[config.mk]
export PLATFORM = sky130hd
export DESIGN_NAME = shift_sequencer5
export DESIGN_NICKNAME = d
export VERILOG_FILES = /design/src/rtl/shift_sequencer5.sv
export SDC_FILE = /design/constraint.sdc
export NUM_CORES = 1
export LEC_CHECK = 0
export ABC_CLOCK_PERIOD_IN_PS = 2100
export CAP_MARGIN = 5
export CORE_UTILIZATION = 46
export CTS_CLUSTER_SIZE = 12
export DETAILED_ROUTE_END_ITERATION = 8
export GPL_ROUTABILITY_DRIVEN = 0
export PLACE_DENSITY = 0.85
export REMOVE_ABC_BUFFERS = 1
export SKIP_CTS_REPAIR_TIMING = 1
export SLEW_MARGIN = 20
export SYNTH_ARGS = -nofsm -noshare
export SYNTH_HDL_FRONTEND = slang
export SYNTH_SLANG_ARGS = --single-unit
[constraint.sdc]
create_clock -name clk -period 2.1 [get_ports clk]
set_input_delay 0.21 -clock clk [delete_from_list [all_inputs] [get_ports clk]]
set_output_delay 0.21 -clock clk [all_outputs]
set_load 0.01 [all_outputs]
[src/rtl/shift_sequencer5.sv]
// shift_sequencer5: drives an external 5-bit universal shift register to
// transmit a word serially (LSB or MSB first), receive a serial word, or
// rotate a word right by 0..7 positions (taken mod 5).
module shift_sequencer5 (
    input  logic       clk,
    input  logic       rst,
    input  logic       start,
    input  logic [1:0] op,
    input  logic [4:0] din,
    input  logic [2:0] rot_amt,
    input  logic       ser_in,
    output logic       ser_out,
    output logic       ser_valid,
    output logic       busy,
    output logic       done,
    output logic [4:0] dout,
    output logic [1:0] usr_sel,
    output logic [4:0] usr_pi,
    output logic       usr_si,
    input  logic [4:0] usr_po
);

    localparam logic [1:0] IDLE  = 2'd0;
    localparam logic [1:0] LOAD  = 2'd1;
    localparam logic [1:0] SHIFT = 2'd2;
    localparam logic [1:0] CAPT  = 2'd3;

    localparam logic [1:0] OP_TX_LSB = 2'b00;
    localparam logic [1:0] OP_TX_MSB = 2'b01;
    localparam logic [1:0] OP_RX     = 2'b10;
    localparam logic [1:0] OP_ROT    = 2'b11;

    localparam logic [1:0] SEL_HOLD  = 2'b00;
    localparam logic [1:0] SEL_RIGHT = 2'b01;
    localparam logic [1:0] SEL_LEFT  = 2'b10;
    localparam logic [1:0] SEL_LOAD  = 2'b11;

    logic [1:0] state;
    logic [2:0] cnt;
    logic [1:0] op_q;
    logic [4:0] din_q;
    logic [2:0] n_q;
    logic [2:0] n_next;

    // Shift count for a request: full word for TX/RX, rot_amt mod 5 for rotate
    always_comb begin
        n_next = 3'd5;
        if (op == OP_ROT)
            n_next = (rot_amt >= 3'd5) ? (rot_amt - 3'd5) : rot_amt;
    end

    // Sequencer state, captured request, and result/done registers
    always_ff @(posedge clk) begin
        if (!rst) begin
            state <= IDLE;
            cnt   <= 3'd0;
            op_q  <= 2'b00;
            din_q <= 5'd0;
            n_q   <= 3'd0;
            dout  <= 5'd0;
            done  <= 1'b0;
        end else begin
            // done is high only in the first IDLE cycle after CAPT
            done <= (state == CAPT);
            case (state)
                IDLE: begin
                    if (start) begin
                        op_q  <= op;
                        din_q <= din;
                        n_q   <= n_next;
                        cnt   <= 3'd0;
                        state <= (op == OP_RX) ? SHIFT : LOAD;
                    end
                end
                LOAD: begin
                    cnt   <= 3'd0;
                    state <= (n_q == 3'd0) ? CAPT : SHIFT;
                end
                SHIFT: begin
                    if (cnt == n_q - 3'd1) begin
                        cnt   <= 3'd0;
                        state <= CAPT;
                    end else begin
                        cnt <= cnt + 3'd1;
                    end
                end
                default: begin
                    dout  <= usr_po;
                    state <= IDLE;
                end
            endcase
        end
    end

    // Shift-register control and serial outputs decoded from state and op
    always_comb begin
        usr_sel   = SEL_HOLD;
        usr_pi    = 5'd0;
        usr_si    = 1'b0;
        ser_out   = 1'b0;
        ser_valid = 1'b0;
        busy      = (state != IDLE);
        case (state)
            LOAD: begin
                usr_sel = SEL_LOAD;
                usr_pi  = din_q;
            end
            SHIFT: begin
                case (op_q)
                    OP_TX_LSB: begin
                        usr_sel   = SEL_RIGHT;
                        ser_out   = usr_po[0];
                        ser_valid = 1'b1;
                    end
                    OP_TX_MSB: begin
                        usr_sel   = SEL_LEFT;
                        ser_out   = usr_po[4];
                        ser_valid = 1'b1;
                    end
                    OP_RX: begin
                        usr_sel = SEL_RIGHT;
                        usr_si  = ser_in;
                    end
                    default: begin
                        usr_sel = SEL_RIGHT;
                        usr_si  = usr_po[0];
                    end
                endcase
            end
            default: ;
        endcase
    end

endmodule

### Word-level counts from Yosys, hierarchy flattened

Index checks and enable logic that the tools add are counted.

| operators by class | value |
|---|---|
| add/subtract/negate cells | 3 |
| order comparisons | 1 |
| eq/ne operators | 10 |
| muxes and demuxes | 19 |
| reduce and logical (&&, ||, !) cells | 10 |

Operators by type and width:

| operator | count |
|---|---|
| 2-to-1 mux 3 bit | 4 |
| equality test 2 bit (second input constant) | 5 |
| one-hot mux 3 bit (3 select lines) | 1 |
| 2-to-1 mux 2 bit | 4 |
| one-hot mux 2 bit (3 select lines) | 1 |
| AND reduction 2 bit | 3 |
| 2-to-1 mux 1 bit | 5 |
| 2-to-1 mux 5 bit | 1 |
| equality test 2 x 1 -> 1 bit (second input constant) | 2 |
| zero test 2 bit | 2 |
| != test 2 bit (second input constant) | 2 |
| one-hot mux 1 bit (2 select lines) | 2 |
| one-hot mux 2 bit (2 select lines) | 1 |
| adder 3 x 1 -> 3 bit (second input constant) | 1 |
| equality test 3 bit | 1 |
| >= comparator 3 bit (second input constant) | 1 |
| zero test 3 bit | 1 |
| nonzero test 3 bit | 1 |
| OR reduction 3 bit | 1 |
| subtractor 3 x 1 -> 3 bit (second input constant) | 1 |
| subtractor 3 bit (second input constant) | 1 |
| nonzero test 2 bit | 1 |
| OR reduction 2 bit | 1 |

| word-level totals | value |
|---|---|
| flip-flop bits (word level) | 21 |
| input bits | 19 |
| output and inout port bits | 17 |
| word-level logic and storage cells | 50 |

### Logic depth before layout (Yosys ltp)

Gate-level depths: netlist of run 1.

| depth | value |
|---|---|
| word-level depth | 4 |
| gate-level depth with buffers | 7 |
| gate-level depth less buffers | 7 |

### Least setup slack after synthesis of run 1

Ideal clock, no wire load.

| path | value |
|---|---|
| path type | reg-to-reg |
| from | register n_q[0] |
| to | register cnt[0] |
| setup time | 0.121 ns |
| arrival time | 1.498 ns |
| data required time | 1.979 ns |
| setup slack | 0.480 ns |
| cell stages (with the launch flop) | 8 |
| buffers on the path | 0 |
| period minus slack after synthesis | 1.620 ns |
| cell sequence | dfxtp_1 inv_1 ha_1 ha_1 xnor2_1 o31a_1 o31ai_4 nor2_1 |

| between the ends | value |
|---|---|
| word-level cells in the longest chain between the ends | 4 |

RTL lines:

| what | line | source |
|---|---|---|
| start, declared | 42 | `logic [2:0] n_q;` |
| start signal, assigned | 70 | `n_q <= n_next;` |
| subtractor 3 x 1 -> 3 bit | 80 | `if (cnt == n_q - 3'd1) begin` |
| equality test 3 bit | 80 |  |
| 2-to-1 mux 3 bit | 80 |  |
| one-hot mux 3 bit (3 select lines) | 65 | `case (state)` |
| end signal, assigned | 84 | `cnt <= cnt + 3'd1;` |
| end, declared | 39 | `logic [2:0] cnt;` |

No other way between the ends.
A chain may end at the register's enable or synchronous reset.

### Worst setup path in the final report of run 1

| path | value |
|---|---|
| from | register state[0] |
| to | output port usr_sel[0] |

| between the ends | value |
|---|---|
| word-level cells in the longest chain between the ends | 2 |
| elaborated cells on any way between the ends | 3 |
| classes of those cells | eq/ne (2); mux (1) |

RTL lines:

| what | line | source |
|---|---|---|
| start, declared | 38 | `logic [1:0] state;` |
| start signal, assigned | 72 | `state <= (op == OP_RX) ? SHIFT : LOAD;` |
| start signal, assigned | 77 | `state <= (n_q == 3'd0) ? CAPT : SHIFT;` |
| equality test 2 bit / equality test 2 x 1 -> 1 bit (equally long branches) | 103 | `case (state)` |
| one-hot mux 2 bit (2 select lines) * | 103 |  |
| end, declared | 17 | `output logic [1:0] usr_sel,` |

Mark *: on every way between the ends. The rest lies on a longest branch, timed or not.

==> results of run 1 <==
-- power groups by stage --
stage | Combinational (mW) | Clock [mW] | Sequential [mW]
global route | 0.754 | 0.219 | 0.528
floorplan | 0.440 | 0 | 0.516
global placement | 0.642 | 0 | 0.518
finish | 0.671 | 0.197 | 0.519
detailed placement | 0.669 | 0 | 0.525
CTS | 0.674 | 0.201 | 0.515
-- metal layers --
layer | part of all wire [%] | up-vias | routed length [um]
met1 | 40 | 452 | 966
met3 | 5.2 | 5 | 123
met4 | 1.4 | 0 | 34
met2 | 53 | 28 | 1260
li1 | - | 506 | -
met5 | 0 | - | 0
-- per-stage QoR --
step	instances	hold WS, ns	TNS, ns	power, mW
floorplan	128	0.332	0	0.956
global placement	193	0.451	0	1.16
detailed placement	193	0.465	0	1.19
CTS	197	0.463	-0.228	1.39
global route	197	0.477	0	1.50
finish	197	0.459	0	1.39
-- cell families (layout without fill, tap and decap cells) --
logic type	after synthesis	count (layout)	synth area share [%]
AO/OA/AOI/OAI	26	26	16.4
XOR/XNOR	5	5	3.68
buffers and inverters	12	47	4.32
AND/OR/NAND/NOR	51	51	23.8
multiplexers	7	7	5.89
adder cells (fa/ha/maj)	10	10	10.5
flip-flops	21	21	35.4
-- critical path: stages, from the launching register on --
cell and delay, ns:
dfxtp_2 0.39, inv_1 0.07, ha_1 0.32, nor2b_1 0.14, clkdlybuf4s50_1 0.54
-- flip-flops by register name (all words and copies together), names as in the netlist --
| name | cells |
|---|---|
| cnt | 3 |
| din_q | 5 |
| done | 1 |
| dout | 5 |
| n_q | 3 |
| op_q | 2 |
| state | 2 |
-- cells in the mapped netlist --
master and instances:
inv_1 8, mux2i_1 7, xnor2_1 5, nand2_1 22
o31ai_4 1, o22ai_2 1, o211ai_1 1, nor2_1 5
a21boi_0 8, nor3_1 1, a221oi_1 2, nor2b_1 9
o21ai_0 5, nor3b_1 1, nor2_8 1, and2_1 7
nand3b_4 1, dfxtp_1 21, buf_2 2, o21ba_2 1
nand2b_1 3, clkbuf_1 1, a31oi_1 1, a21oi_1 4
and2b_4 1, o31a_1 1, o22ai_1 1, ha_1 10
clkbuf_4 1
-- worst paths after layout --
check / startpoint / cells past startpoint / end / slack (ns)
min: din[2] / 3 / din_q[2] / 0.46
min reg2reg: din_q[2] / 2 / din_q[2] / 0.48
max reg2reg: n_q[0] / 7 / state[0] / 0.37
max: state[0] / 4 / usr_sel[0] / 0.14
-- layout make-up --
class	instances	area, um2
Clock inverter	1	5.00
Tap cell	30	37.5
Clock buffer	3	22.5
Multi-Input combinational cell	99	724
Sequential cell	21	423
Inverter	8	30.0
Timing Repair Buffer	35	355
Fill cell	207	857
==> metrics.yaml, run 1 <==
run_status: "complete, no violations"
worst_hold_path_type: "input port to flip-flop"
final_core_util_pct: 65.1
place_area_um2: 1560
synth.avg_cell_area_um2: 9.00
ir_worst_vdd_mv: 0.538
layout.nets: 197
clock-root-buffer: "clkbuf_4"
rows: 18
cts_buffers: 3
drtIter0Drc: 18
synth.top_cell.area_share_pct: 35.4
track_usage_pct: 19.7
cap_violations: 0
tightest_slew_ns: 0.709
design.core.area_um2: 2450
diodes: 0
cellPowerDensity_nw_per_um2: 868
antenna_found_initial: 0
report.final.setup_viol: 0
p_leak_nw: 0.625
synth.top_cells.by_area: "dfxtp_1 35%, ha_1 11%, nand2_1 6.9%"
min_period_ns: 1.96
cp-start-kind: "flip-flop"
area_growth_pct: 34.4
cts-htree-levels: 1
yosysWarningCount: 0
dr.pass1.iters: 4
p_int_mw: 0.879
design_area_um2: 1600
ys_seq_elements: 21
grt.met2_usage_pct: 36.1
path_max_fanout: 5
place.port_buffers: 35
final_common_cell: "clkdlybuf4s50_1"
syn_inst: 132
clkLatencyLatePin_ns: 0.30
vias: 991
hold_viol_final: 0
worstPathRequired_ns: 1.89
clk_path_buf_depth: 2
min_period_over_period_pct: 93.5
layout-drive-gt1-share_pct: 8.98
io_pins: 36
p_seq_share_pct: 37.4
clk_pin_slew_ns: 0.12
p_sw_mw: 0.508
max_freq_mhz: 509
dieHeight_um: 52.8
postRouteAntennaNets: 0
fp.dieW_um: 52.8
crit_type: "flip-flop to primary output"
pre_cts_ws_ns: 0.225
rsz0062_at_grt: "no"
setup_ws_ns: 0.137
gr-usage-met3_pct: 3.19
gr-usage-met1_pct: 21.6
dp_hpwl_um: 1850
end_kind: "primary output"
clockPowerShare_pct: 14.2
die-area_um2: 2790
viasPerCell: 5.03
ys_types: 29
grt_pass1_wl_um: 4000
finalClockSkew_ns: 0.00125
combPwrFrac_pct: 48.4
grt-ovfl-total: 0
cts_tree: "built"
drt-wirelength-per-cell_um: 12.1
cts.sinks: 21
synth_area_leader_cell: "dfxtp_1"
grt.busiest_layer: "met2"
synth_area_um2: 1190
grt_pass1_vias: 992
cp.arrival_ns: 1.75
wl_um: 2390
drc: 0
seq_area_frac_synth_pct: 35.4
initial_core_util_pct: 48.4
switching_share_pct: 36.6
final_cell_mix: "33 x clkdlybuf4s50_1, 22 x nand2_1, 19 x dfxtp_1"
drv_slew: 0
grt_start_max_net_pins: 21
max-slew-margin-rel_pct: 52.6
(Power assumes the default switching activity.)
==> inputs of run 2 (changes only) <==
Settings changed: CORE_MARGIN set to 2.
==> run 2 against run 1 <==
Sequential power about the same. Register-to-register slack about the same. Via count decreased by 1.3%. Worst hold slack improved by 0.0093 ns. Largest power group unchanged. Critical endpoint unchanged. Fmax decreased by 1.1%.
==> metrics.yaml, run 2 (synthesis gave the netlist of run 1 again) <==
tightest_slew_ns: 0.707  # -0.00261 ns
worstPathRequired_ns: 1.89  # about the same
max-slew-margin-rel_pct: 52.7  # +0.17 points
layout.nets: 197  # unchanged
final_core_util_pct: 65.1  # unchanged
dieHeight_um: 54.8  # +3.8%
whs_ns: 0.468  # +0.00932 ns
cellPowerDensity_nw_per_um2: 864  # -0.48%
grt_pass1_wl_um: 4000  # unchanged
track_usage_pct: 18.8  # -0.90 points
gr-usage-met3_pct: 4.10  # +0.91 points
grt_pass1_vias: 938  # -5.4%
drv_slew: 0  # unchanged
path_max_fanout: 5  # unchanged
min_period_ns: 1.99  # +0.0226 ns
layout-drive-gt1-share_pct: 8.98  # unchanged
design.core.area_um2: 2450  # unchanged
fp.dieW_um: 54.8  # +3.8%
drtIter0Drc: 12  # -6
die-area_um2: 3010  # +7.7%
grt.met2_usage_pct: 32.7  # -3.3 points
drc: 0  # unchanged
cap_violations: 0  # unchanged
finalClockSkew_ns: 0.00403  # +0.00278 ns
gr-usage-met1_pct: 23.0  # +1.4 points
clkLatencyLatePin_ns: 0.30  # about the same
cp-start-kind: "flip-flop"
report.final.setup_viol: 0  # unchanged
ir_worst_vdd_mv: 0.537  # -0.22%
place.port_buffers: 35  # unchanged
run_status: "complete, no violations"
clk_path_buf_depth: 2  # unchanged
cts-htree-levels: 1  # unchanged
cts.sinks: 21  # unchanged
initial_core_util_pct: 48.4  # unchanged
max_freq_mhz: 504  # -1.1%
cts_tree: "built"
grt_start_max_net_pins: 21  # unchanged
io_pins: 36  # unchanged
power_mw: 1.38  # -0.48%
setup_tns_ns: 0  # unchanged
rsz0062_at_grt: "no"
postRouteAntennaNets: 0  # unchanged
top_regs: "din_q x5, dout x5"
wl_um: 2390  # +0.13%
setup_ws_ns: 0.115  # -0.0226 ns
clock-root-buffer: "clkbuf_4"
area_growth_pct: 34.4  # unchanged
diodes: 0  # unchanged
final_cell_mix: "33 x clkdlybuf4s50_1, 22 x nand2_1, 19 x dfxtp_1"
vias: 978  # -1.3%
grt-ovfl-total: 0  # unchanged
cts_buffers: 3  # unchanged
hold_viol_final: 0  # unchanged
final_common_cell: "clkdlybuf4s50_1"
p_leak_nw: 0.625  # unchanged
viasPerCell: 4.96  # -1.3%
min_period_over_period_pct: 94.5  # +1.1 points
cp.arrival_ns: 1.78  # +0.03 ns
grt.busiest_layer: "met2"
worst_hold_path_type: "input port to flip-flop"
dp_hpwl_um: 1870  # +0.95%
crit_type: "flip-flop to primary output"
end_kind: "primary output"
dr.pass1.iters: 4  # unchanged
pre_cts_ws_ns: 0.236  # +0.0106 ns
drt-wirelength-per-cell_um: 12.1  # +0.13%
rows: 18  # unchanged
clk_pin_slew_ns: 0.12  # about the same
antenna_found_initial: 0  # unchanged
## run 2: cell counts in the layout (fill, tap and decap cells not counted)
Identical to the previous run, type by type.
## run 2: layout make-up
| type | count | area [um2] |
|---|---|---|
| Fill cell | 206 | 857 |
| Multi-Input combinational cell | 99 | 724 |
| Sequential cell | 21 | 423 |
| Timing Repair Buffer | 35 | 355 |
| Tap cell | 30 | 37.5 |
| Inverter | 8 | 30.0 |
| Clock buffer | 3 | 22.5 |
| Clock inverter | 1 | 5.00 |
## run 2: metal layers
layer / routed length, um / vias to the layer above
li1: - / 511
met1: 1060 / 447
met2: 1220 / 18
met3: 94 / 2
met4: 16 / 0
met5: 0 / -
## run 2: per-stage QoR
stage	std cells	area [um2]
floorplan	128	1170
global placement	193	1560
detailed placement	193	1560
CTS	197	1580
global route	197	1600
finish	197	1600
## run 2: final timing paths
| path | endpoint | slack, ns | depth (start not counted) | start |
|---|---|---|---|---|
| worst max-delay path | usr_sel[0] | 0.11 | 4 | state[0] |
| worst min-delay path | din_q[0] | 0.47 | 3 | din[0] |
| worst max register to register | state[0] | 0.36 | 7 | n_q[0] |
| worst min register to register | din_q[4] | 0.48 | 2 | din_q[4] |
## run 2: worst max-delay path, cell delays in order, from the launching register on
cell and delay (ns):
dfxtp_2 0.39, inv_1 0.08, ha_1 0.32, nor2b_1 0.15, clkdlybuf4s50_1 0.54
## run 2: power by group
group / leakage (nW) / internal [mW] / total (mW) / switching (mW)
logic: 0.435 / 0.342 / 0.667 / 0.325
registers: 0.172 / 0.465 / 0.518 / 0.0533
clock network: 0.0177 / 0.0710 / 0.195 / 0.124
total: 0.625 / 0.878 / 1.38 / 0.503
